$ cat src/rtl/intr_flag_ctrl.sv
`default_nettype none
// ============================================================================
//  Module      : intr_flag_ctrl
//  Description : Interrupt sequencer for the C/Z flag registers. Synchronises
//                and edge-detects the IRQ lines, latches them as pending, and
//                at an instruction boundary shadows C/Z, clears the live
//                flags and pulses INTR. RETIE restores the flags and re-enables
//                interrupts. Index 0 is the highest-priority source.
//  Revision    : 1.0 - initial release
// ============================================================================
module intr_flag_ctrl #(
    parameter int NUM_SRC     = 4,
    parameter int SYNC_STAGES = 2,   // must be >= 2
    parameter int VEC_W       = 2    // clog2(NUM_SRC), minimum 1
) (
    input  logic               clk,
    input  logic               rst,
    input  logic [NUM_SRC-1:0] irq,
    input  logic               instr_done,
    input  logic               sei,
    input  logic               cli,
    input  logic               retie,
    input  logic               c_in,
    input  logic               z_in,
    output logic               intr,
    output logic [VEC_W-1:0]   vector,
    output logic               flg_clr,
    output logic               flg_restore,
    output logic               shad_c,
    output logic               shad_z,
    output logic               ie,
    output logic               in_isr,
    output logic [NUM_SRC-1:0] pend
);

    typedef enum logic [1:0] {
        IDLE  = 2'd0,
        ENTER = 2'd1,
        ISR   = 2'd2,
        EXIT  = 2'd3
    } state_t;

    state_t             state;
    state_t             state_nx;

    logic [NUM_SRC-1:0] sync_chain [SYNC_STAGES];
    logic [NUM_SRC-1:0] irq_prev;
    logic [NUM_SRC-1:0] irq_rise;
    logic [NUM_SRC-1:0] sel_onehot;
    logic [VEC_W-1:0]   sel;
    logic               take;

    // Synchroniser chains plus the previous synchronised level for edge detect
    always_ff @(posedge clk or posedge rst) begin
        if (rst) begin
            for (int s = 0; s < SYNC_STAGES; s++) begin
                sync_chain[s] <= '0;
            end
            irq_prev <= '0;
        end else begin
            sync_chain[0] <= irq;
            for (int s = 1; s < SYNC_STAGES; s++) begin
                sync_chain[s] <= sync_chain[s-1];
            end
            irq_prev <= sync_chain[SYNC_STAGES-1];
        end
    end

    // Only a 0->1 transition of the synchronised level requests service
    assign irq_rise = sync_chain[SYNC_STAGES-1] & ~irq_prev;

    // Isolate the lowest set pending bit (highest priority) as a one-hot mask
    assign sel_onehot = pend & (~pend + NUM_SRC'(1));

    // Binary index of the lowest set pending bit; scanning downward lets the
    // lowest index overwrite any higher one
    always_comb begin
        sel = '0;
        for (int i = NUM_SRC - 1; i >= 0; i--) begin
            if (pend[i]) begin
                sel = VEC_W'(i);
            end
        end
    end

    // Service is taken only from IDLE, at a boundary, with something pending
    assign take = (state == IDLE) && ie && (|pend) && instr_done;

    // State register
    always_ff @(posedge clk or posedge rst) begin
        if (rst) begin
            state <= IDLE;
        end else begin
            state <= state_nx;
        end
    end

    // Next-state and Moore strobe decode
    always_comb begin
        state_nx    = state;
        intr        = 1'b0;
        flg_clr     = 1'b0;
        flg_restore = 1'b0;
        in_isr      = 1'b0;
        case (state)
            IDLE: begin
                if (take) begin
                    state_nx = ENTER;
                end
            end
            ENTER: begin
                intr     = 1'b1;
                flg_clr  = 1'b1;
                in_isr   = 1'b1;
                state_nx = ISR;
            end
            ISR: begin
                in_isr = 1'b1;
                if (retie) begin
                    state_nx = EXIT;
                end
            end
            EXIT: begin
                flg_restore = 1'b1;
                state_nx    = IDLE;
            end
            default: begin
                state_nx = IDLE;
            end
        endcase
    end

    // Pending bits, vector, flag shadows and global enable
    always_ff @(posedge clk or posedge rst) begin
        if (rst) begin
            pend   <= '0;
            vector <= '0;
            shad_c <= 1'b0;
            shad_z <= 1'b0;
            ie     <= 1'b0;
        end else begin
            // A fresh edge on the source being cleared keeps it pending
            pend <= (pend & ~(take ? sel_onehot : '0)) | irq_rise;
            if (take) begin
                vector <= sel;
                shad_c <= c_in;
                shad_z <= z_in;
            end
            if (take) begin
                ie <= 1'b0;
            end else if (state == EXIT) begin
                ie <= 1'b1;
            end else if (state == IDLE) begin
                // SEI/CLI only act outside service; CLI has precedence
                if (cli) begin
                    ie <= 1'b0;
                end else if (sei) begin
                    ie <= 1'b1;
                end
            end
        end
    end

endmodule
`default_nettype wire
$ cat config.mk
export PLATFORM = sky130hd
export DESIGN_NAME = intr_flag_ctrl
export DESIGN_NICKNAME = d
export VERILOG_FILES = /design/src/rtl/intr_flag_ctrl.sv
export SDC_FILE = /design/constraint.sdc
export NUM_CORES = 1
export LEC_CHECK = 0
export CORE_MARGIN = 8
export CORE_UTILIZATION = 41
export DETAILED_ROUTE_END_ITERATION = 8
export PLACE_DENSITY = 0.8
export SLEW_MARGIN = 40
export SYNTH_ARGS = -nofsm -noshare
export SYNTH_HDL_FRONTEND = slang
export SYNTH_SLANG_ARGS = --single-unit
$ cat constraint.sdc
create_clock -name clk -period 1.3 [get_ports clk]
set_input_delay 0.26 -clock clk [delete_from_list [all_inputs] [get_ports clk]]
set_output_delay 0.26 -clock clk [all_outputs]
set_load 0.1 [all_outputs]
==> impl_metrics.json, run 1 <==
{
  "status": "finished with violations",
  "violations": "setup timing",
  "cts_hold_buf": 0,
  "worstPathCellList": "inv_2 > buf_6 > ha_4 > buf_12",
  "cts_buffers": 3,
  "port_buffers": 24,
  "tightest_slew_ns": 0.313,
  "crit_required_ns": 1.04,
  "io_pins": 25,
  "antenna_cells": 0,
  "rsz0062_at_grt": "yes",
  "synth_nets": 86,
  "grt-ovfl-total": 0,
  "cp.depth": 4,
  "post-route-period-util": 1.19,
  "start_util": 0.421,
  "syn2layout_area_growth_pct": 93.8,
  "grt_pass1_wl_mm": 3.99,
  "crit_fanout": 4,
  "clock_latency_ns": 0.31,
  "ys_seq_area_frac": 0.643,
  "die_h_um": 62.7,
  "grt.total_usage": 0.125,
  "num_rows": 17,
  "fin_nets": 139,
  "fill_cells": 114,
  "dp_hpwl_mm": 1.50,
  "startpoint": "state[1]",
  "r2r.worst_path.cells": 4,
  "grt_pass1_vias": 813,
  "die_area_um2": 3930,
  "htreeDepth": 1,
  "layout-drive-gt1-share": 0.590,
  "hold_viol_final": 0,
  "fp.dieW_um": 62.7,
  "ys_seq_elements": 23,
  "gp_congestion": 0.838,
  "setup_viol": 17,
  "core_area_um2": 2130,
  "drv_slew": 0,
  "max_freq_ghz": 0.645,
  "synth.avg_cell_area_um2": 12.8,
  "vias": 753,
  "drtIter0Drc": 12,
  "path_class": "reg -> out",
  "synth_top_area_frac": 0.643,
  "routedWlPerCell_um": 18.4,
  "synthTopCellsByArea": "dfrtp_1 (64%), ha_1 (5.6%), inv_1 (3.8%)",
  "antenna_left": 0,
  "syn-cell-area_um2": 895,
  "first_pass_iters": 3,
  "wirelength_mm": 2.76,
  "clock-root-buffer": "clkbuf_4",
  "crit_path_start_kind": "flop",
  "skew_ns": 0.00353,
  "layout_commonest_cell": "dfrtp_1",
  "holdCritPathClass": "in -> async",
  "final_cell_mix": "dfrtp_1 (17), buf_12 (14), buf_4 (14)",
  "antenna_found_initial": 0,
  "endpoint_kind": "output pin",
  "critical-path-top-delay-family": "flip-flops",
  "clock-sinks": 23,
  "critPathMaxStageDelay_ns": 0.44,
  "slew_headroom": 0.791,
  "grt_max_degree": 19,
  "dp_slack_ns": -0.255,
  "cp.buffers_inverters": 3,
  "drc": 0,
  "setup_ws_ns": -0.251,
  "timing.rr.start": "pend[2]",
  "vias_per_cell": 5.02,
  "synthDistinctLibCells": 24,
  "slowest_stage": "dfrtp_1",
  "maxCapViolCount": 0,
  "cts.clk_slew.worst_paths_ns": 0.13,
  "cts_buffer_depth": 2,
  "cp.arrival_ns": 1.29,
  "synth_cells": 70,
  "fin_crit_ns": 1.55,
  "cts_tree": "built",
  "yosys.area.top_type": "dfrtp_1",
  "ys_warn_count": 0
}
[state kept, by name (all words and copies together), names as in the netlist]
| signal | flops |
|---|---|
| shad_c | 1 |
| irq_prev | 4 |
| pend | 4 |
| vector | 2 |
| ie | 1 |
| sync_chain | 8 |
| shad_z | 1 |
| state | 2 |
[per-stage QoR]
stage                     instances  cell area, µm²  TNS [ns]   util  hold WS, ns
final                           150            1730     -1.90  0.815        0.177
after CTS                       144            1600     -1.55  0.752        0.165
after global routing            150            1730     -2.57  0.815        0.188
after floorplan                  70             955    -0.845      -        0.262
after global placement          132            1450     -1.09  0.681        0.334
after detailed placement        132            1450     -1.51  0.681        0.336
[Yosys cell counts]
master	instances
dfrtp_1	23
inv_1	9
nor2_1	5
o21ai_0	5
ha_1	4
nand2_1	3
mux2_1	2
o22a_1	2
o32ai_1	2
a21oi_1	1
a22o_1	1
a2bb2oi_1	1
buf_4	1
nand3_2	1
nor2_2	1
nor2b_1	1
nor3_1	1
nor4_4	1
o21a_1	1
o22ai_1	1
o31ai_1	1
o41ai_1	1
or2_2	1
or2b_1	1
[path summary, 6_finish.rpt]
kind	endpoint	slack, ns
setup / recovery	flg_clr	-0.25
hold / removal	ie	0.18
setup reg to reg	shad_c	-0.15
hold reg to reg	sync_chain[2]	0.37
max in group asynchronous	pend[1]	0.72
min in group clk	sync_chain[2]	0.37
[final cells by class]
type,count,area [µm²],area share
Clock buffer,3,22.5,0.0130
Tap cell,28,35.0,0.0202
Sequential cell,23,591,0.341
Clock inverter,1,7.51,0.00433
Multi-Input combinational cell,37,437,0.252
Timing Repair Buffer,49,608,0.351
Inverter,9,33.8,0.0195
[cells by family (layout without fill, tap and decap cells)]
family                     after synthesis  in the layout  synth area share
AOI/OAI and AO/OA                       16             16             0.126
adders and majority gates                4              4            0.0559
buffers and inverters                   10             62            0.0462
DFF                                     23             23             0.643
muxes                                    2              2            0.0252
and+or+nand+nor                         15             15             0.104
[layer usage]
| metal | GRT usage | part of all wire | vias up |
|---|---|---|---|
| met1 | 0.140 | 0.43 | 385 |
| li1 | - | - | 341 |
| met2 | 0.212 | 0.51 | 21 |
| met3 | 0.0323 | 0.045 | 6 |
| met5 | 0 | 0 | - |
| met4 | 0.0684 | 0.019 | 0 |
[repair_timing]
action | 4_1_cts | 5_1_grt
endpoints found under the setup margin | 17 | 19
buffers inserted | 8 | 7
gates resized for setup | 17 | 19
pin swaps | 5 | 12
Power of run 1 is left out: the tool's default activity adds up to more than one toggle a clock period on the data nets, which glitch-free logic cannot reach.
==> run 2: changes to the inputs <==
- CORE_MARGIN: 8 -> 2
==> impl_metrics.json, run 2 (synthesis results as in run 1) <==
{
  "status": "finished with violations",
  "violations": "setup timing",
  "layout-drive-gt1-share": 0.574,
  "grt-ovfl-total": 0,
  "drc": 0,
  "tightest_slew_ns": 0.280,
  "grt_max_degree": 24,
  "crit_required_ns": 1.04,
  "fill_cells": 84,
  "layout_commonest_cell": "dfrtp_1",
  "antenna_found_initial": 0,
  "grt.total_usage": 0.214,
  "die_area_um2": 2570,
  "skew_ns": 0.0167,
  "vias_per_cell": 5.19,
  "drtIter0Drc": 8,
  "first_pass_iters": 4,
  "cp.arrival_ns": 1.30,
  "largest_registers": "sync_chain x8, irq_prev x4, pend x4",
  "r2r.worst_path.cells": 4,
  "io_pins": 25,
  "largest_reg_flops": 8,
  "clock-sinks": 23,
  "post-route-period-util": 1.20,
  "setup_ws_ns": -0.260,
  "place_inst": 132,
  "die_h_um": 50.7,
  "largest_register": "sync_chain",
  "antenna_cells": 0,
  "fp.dieW_um": 50.7,
  "r2r_end": "shad_z",
  "holdCritPathClass": "in -> async",
  "worstPathCellList": "inv_2 > buf_6 > ha_4 > buf_12",
  "core_area_um2": 2000,
  "wirelength_mm": 2.82,
  "grt_pass1_vias": 806,
  "r2r_slack_ns": -0.15,
  "holdWs_ns": 0.245,
  "vias": 773,
  "syn2layout_area_growth_pct": 92.3,
  "cts_tree": "built",
  "clock_latency_ns": 0.33,
  "setup_viol": 17,
  "hold_viol_final": 0,
  "slew_headroom": 0.813,
  "fin_nets": 139,
  "crit_fanout": 3,
  "rsz0062_at_grt": "yes",
  "critPathMaxStageDelay_ns": 0.44,
  "path_class": "reg -> out",
  "crit_path_start_kind": "flop",
  "dp_slack_ns": -0.244,
  "layoutNonFillerInstCount": 149,
  "endpoint_kind": "output pin",
  "slowest_stage": "dfrtp_1",
  "fin_crit_ns": 1.56,
  "start_util": 0.447,
  "drv_slew": 0,
  "gp_congestion": 0.753,
  "cts_buffer_depth": 2,
  "maxCapViolCount": 0,
  "dp_hpwl_mm": 1.54,
  "port_buffers": 24,
  "cts.clk_slew.worst_paths_ns": 0.15,
  "antenna_left": 0,
  "num_rows": 16,
  "grt_pass1_wl_mm": 3.99,
  "cts_buffers": 3,
  "timing.rr.start": "pend[0]",
  "final_cell_mix": "dfrtp_1 (17), buf_4 (15), buf_12 (13)",
  "htreeDepth": 1,
  "max_freq_ghz": 0.641,
  "routedWlPerCell_um": 18.9,
  "clock-root-buffer": "clkbuf_4",
  "cts_hold_buf": 0
}
[run 2: final cells by class]
class | instances | area (µm²) | share of cell area
inverter | 9 | 36.3 | 0.0211
clock buffer | 3 | 22.5 | 0.0131
multi-input combinational | 37 | 434 | 0.252
sequential | 23 | 591 | 0.343
clock inverter | 1 | 7.51 | 0.00436
timing repair buffer | 49 | 596 | 0.346
tap | 27 | 33.8 | 0.0196
[run 2: through the flow]
stage / util / setup TNS [ns] / cell area [µm²]
4_1_cts: 0.802 / -1.50 / 1610
3_5_place_dp: 0.720 / -1.59 / 1440
3_3_place_gp: 0.720 / -1.14 / 1440
6_report: 0.859 / -1.97 / 1720
2_1_floorplan: - / -0.845 / 955
5_1_grt: 0.859 / -2.65 / 1720
[run 2: layer usage]
layer,up-vias,part of all wire,global-route usage,routed length [µm]
li1,341,-,-,-
met1,392,0.41,0.255,1160
met2,26,0.51,0.355,1440
met3,14,0.031,0.0446,87
met4,0,0.049,0.126,138
met5,-,0,0,0
[run 2: worst max-delay path by stage]
stage / from / to / slack [ns] / cells past startpoint
floorplan: pend[0] / shad_c / -0.20 / 3
global placement: instr_done / shad_z / -0.19 / 4
detailed placement: instr_done / pend[2] / -0.24 / 5
CTS: state[1] / flg_clr / -0.26 / 4
global route: state[1] / flg_clr / -0.28 / 4
finish: state[1] / flg_clr / -0.26 / 4
[run 2: repair_timing]
item | 4_1_cts | 5_1_grt
pin swaps | 5 | 5
endpoints found under the setup margin | 16 | 19
resized for setup | 17 | 16
buffers inserted | 8 | 5
[run 2: critical path: cells and delay by family, from the launching register on]
kind                       cells  cell delay (ns)
adders and majority gates      1             0.15
DFF                            1             0.44
buffers and inverters          3             0.37
Power of run 2 is left out for the same reason.
==> run 3: changes to the inputs <==
- RECOVER_POWER: not set -> 25
==> impl_metrics.json, run 3 (synthesis results as in run 1) <==
{
  "cts_buffers": 3,
  "violations": "setup timing",
  "first_pass_iters": 4,
  "place_inst": 132,
  "clock-root-buffer": "clkbuf_4",
  "antenna_left": 0,
  "grt-ovfl-total": 0,
  "crit_path_start_kind": "flop",
  "r2r.worst_path.cells": 4,
  "fin_crit_ns": 1.56,
  "crit_required_ns": 1.04,
  "r2r_end": "shad_z",
  "clock-sinks": 23,
  "layout-drive-gt1-share": 0.574,
  "htreeDepth": 1,
  "cp.arrival_ns": 1.30,
  "drc": 0,
  "core_area_um2": 2000,
  "cts.clk_slew.worst_paths_ns": 0.15,
  "grt_pass1_wl_mm": 3.99,
  "clock_latency_ns": 0.33,
  "drtIter0Drc": 8,
  "largest_reg_flops": 8,
  "setup_ws_ns": -0.260,
  "startpoint": "state[1]",
  "cts_buffer_depth": 2,
  "stdcell_area_um2": 1720,
  "r2r_slack_ns": -0.15,
  "multi_input_area_um2": 434,
  "timing.rr.start": "pend[0]",
  "gp_congestion": 0.753,
  "die_area_um2": 2570,
  "antenna_found_initial": 0,
  "num_rows": 16,
  "tightest_slew_ns": 0.280,
  "post-route-period-util": 1.20,
  "slew_headroom": 0.813,
  "start_util": 0.447,
  "antenna_cells": 0,
  "critPathMaxStageDelay_ns": 0.44,
  "critPathCapture": "flg_clr",
  "wirelength_mm": 2.82,
  "rsz0062_at_grt": "yes",
  "io_pins": 25,
  "cp.depth": 4,
  "cp.buffers_inverters": 3,
  "status": "finished with violations",
  "vias_per_cell": 5.19,
  "register_area_um2": 591,
  "final_cell_mix": "dfrtp_1 (17), buf_4 (15), buf_12 (13)",
  "dp_hpwl_mm": 1.54,
  "skew_ns": 0.0167,
  "grt.total_usage": 0.214,
  "die_h_um": 50.7,
  "maxCapViolCount": 0,
  "drv_slew": 0,
  "path_class": "reg -> out",
  "fp.dieW_um": 50.7,
  "syn2layout_area_growth_pct": 92.3,
  "cts_tree": "built",
  "critical-path-top-delay-family": "flip-flops",
  "holdCritPathClass": "in -> async",
  "fill_cells": 84,
  "hold_viol_final": 0,
  "setup_viol": 17,
  "layoutNonFillerInstCount": 149,
  "largest_register": "sync_chain",
  "endpoint_kind": "output pin",
  "crit_fanout": 3,
  "port_buffers": 24,
  "grt_max_degree": 24,
  "slowest_stage": "dfrtp_1",
  "max_freq_ghz": 0.641,
  "fin_nets": 139,
  "layout_commonest_cell": "dfrtp_1",
  "routedWlPerCell_um": 18.9,
  "worstPathCellList": "inv_2 > buf_6 > ha_4 > buf_12",
  "grt_pass1_vias": 806,
  "largest_registers": "sync_chain x8, irq_prev x4, pend x4",
  "vias": 773,
  "placed_area_um2": 1440
}
[run 3: worst min-delay path by stage]
stage                        from       endpoint  slack [ns]  cells past startpoint
CTS                           rst       state[1]        0.27                      3
detailed placement  sync_chain[5]  sync_chain[1]        0.34                      0
global placement    sync_chain[6]  sync_chain[2]        0.33                      0
global route                  rst         shad_c        0.32                      3
floorplan                     rst             ie        0.26                      1
finish                        rst       state[1]        0.25                      3
[run 3: what timing repair did]
action / 4_1_cts / 5_1_grt
resized for setup: 17 / 16
hold buffers: 0 / 0
setup endpoints to repair: 16 / 19
buffers inserted: 8 / 5
pin swaps: 5 / 5
[run 3: tightest hold or removal path, delay by kind of cell]
kind	cells	cell delay [ns]
buf+inv	3	0.73
[run 3: through the flow]
stage / hold slack, ns / utilization / worst slack (ns) / TNS, ns
finish: 0.245 / 0.859 / -0.260 / -1.97
global route: 0.323 / 0.859 / -0.279 / -2.65
CTS: 0.272 / 0.802 / -0.257 / -1.50
detailed placement: 0.336 / 0.720 / -0.244 / -1.59
global placement: 0.333 / 0.720 / -0.192 / -1.14
floorplan: 0.262 / - / -0.201 / -0.845
[run 3: layout make-up]
cell class / instances / share of cell area
clock inverter: 1 / 0.00436
timing repair buffer: 49 / 0.346
clock buffer: 3 / 0.0131
sequential: 23 / 0.343
multi-input combinational: 37 / 0.252
inverter: 9 / 0.0211
tap: 27 / 0.0196
[run 3: metal layers]
metal  global-route usage  up-vias  routed length, µm
met4                0.126        0                138
met1                0.255      392               1160
li1                     -      341                  -
met3               0.0446       14                 87
met2                0.355       26               1440
met5                    0        -                  0
Power of run 3 is left out for the same reason.
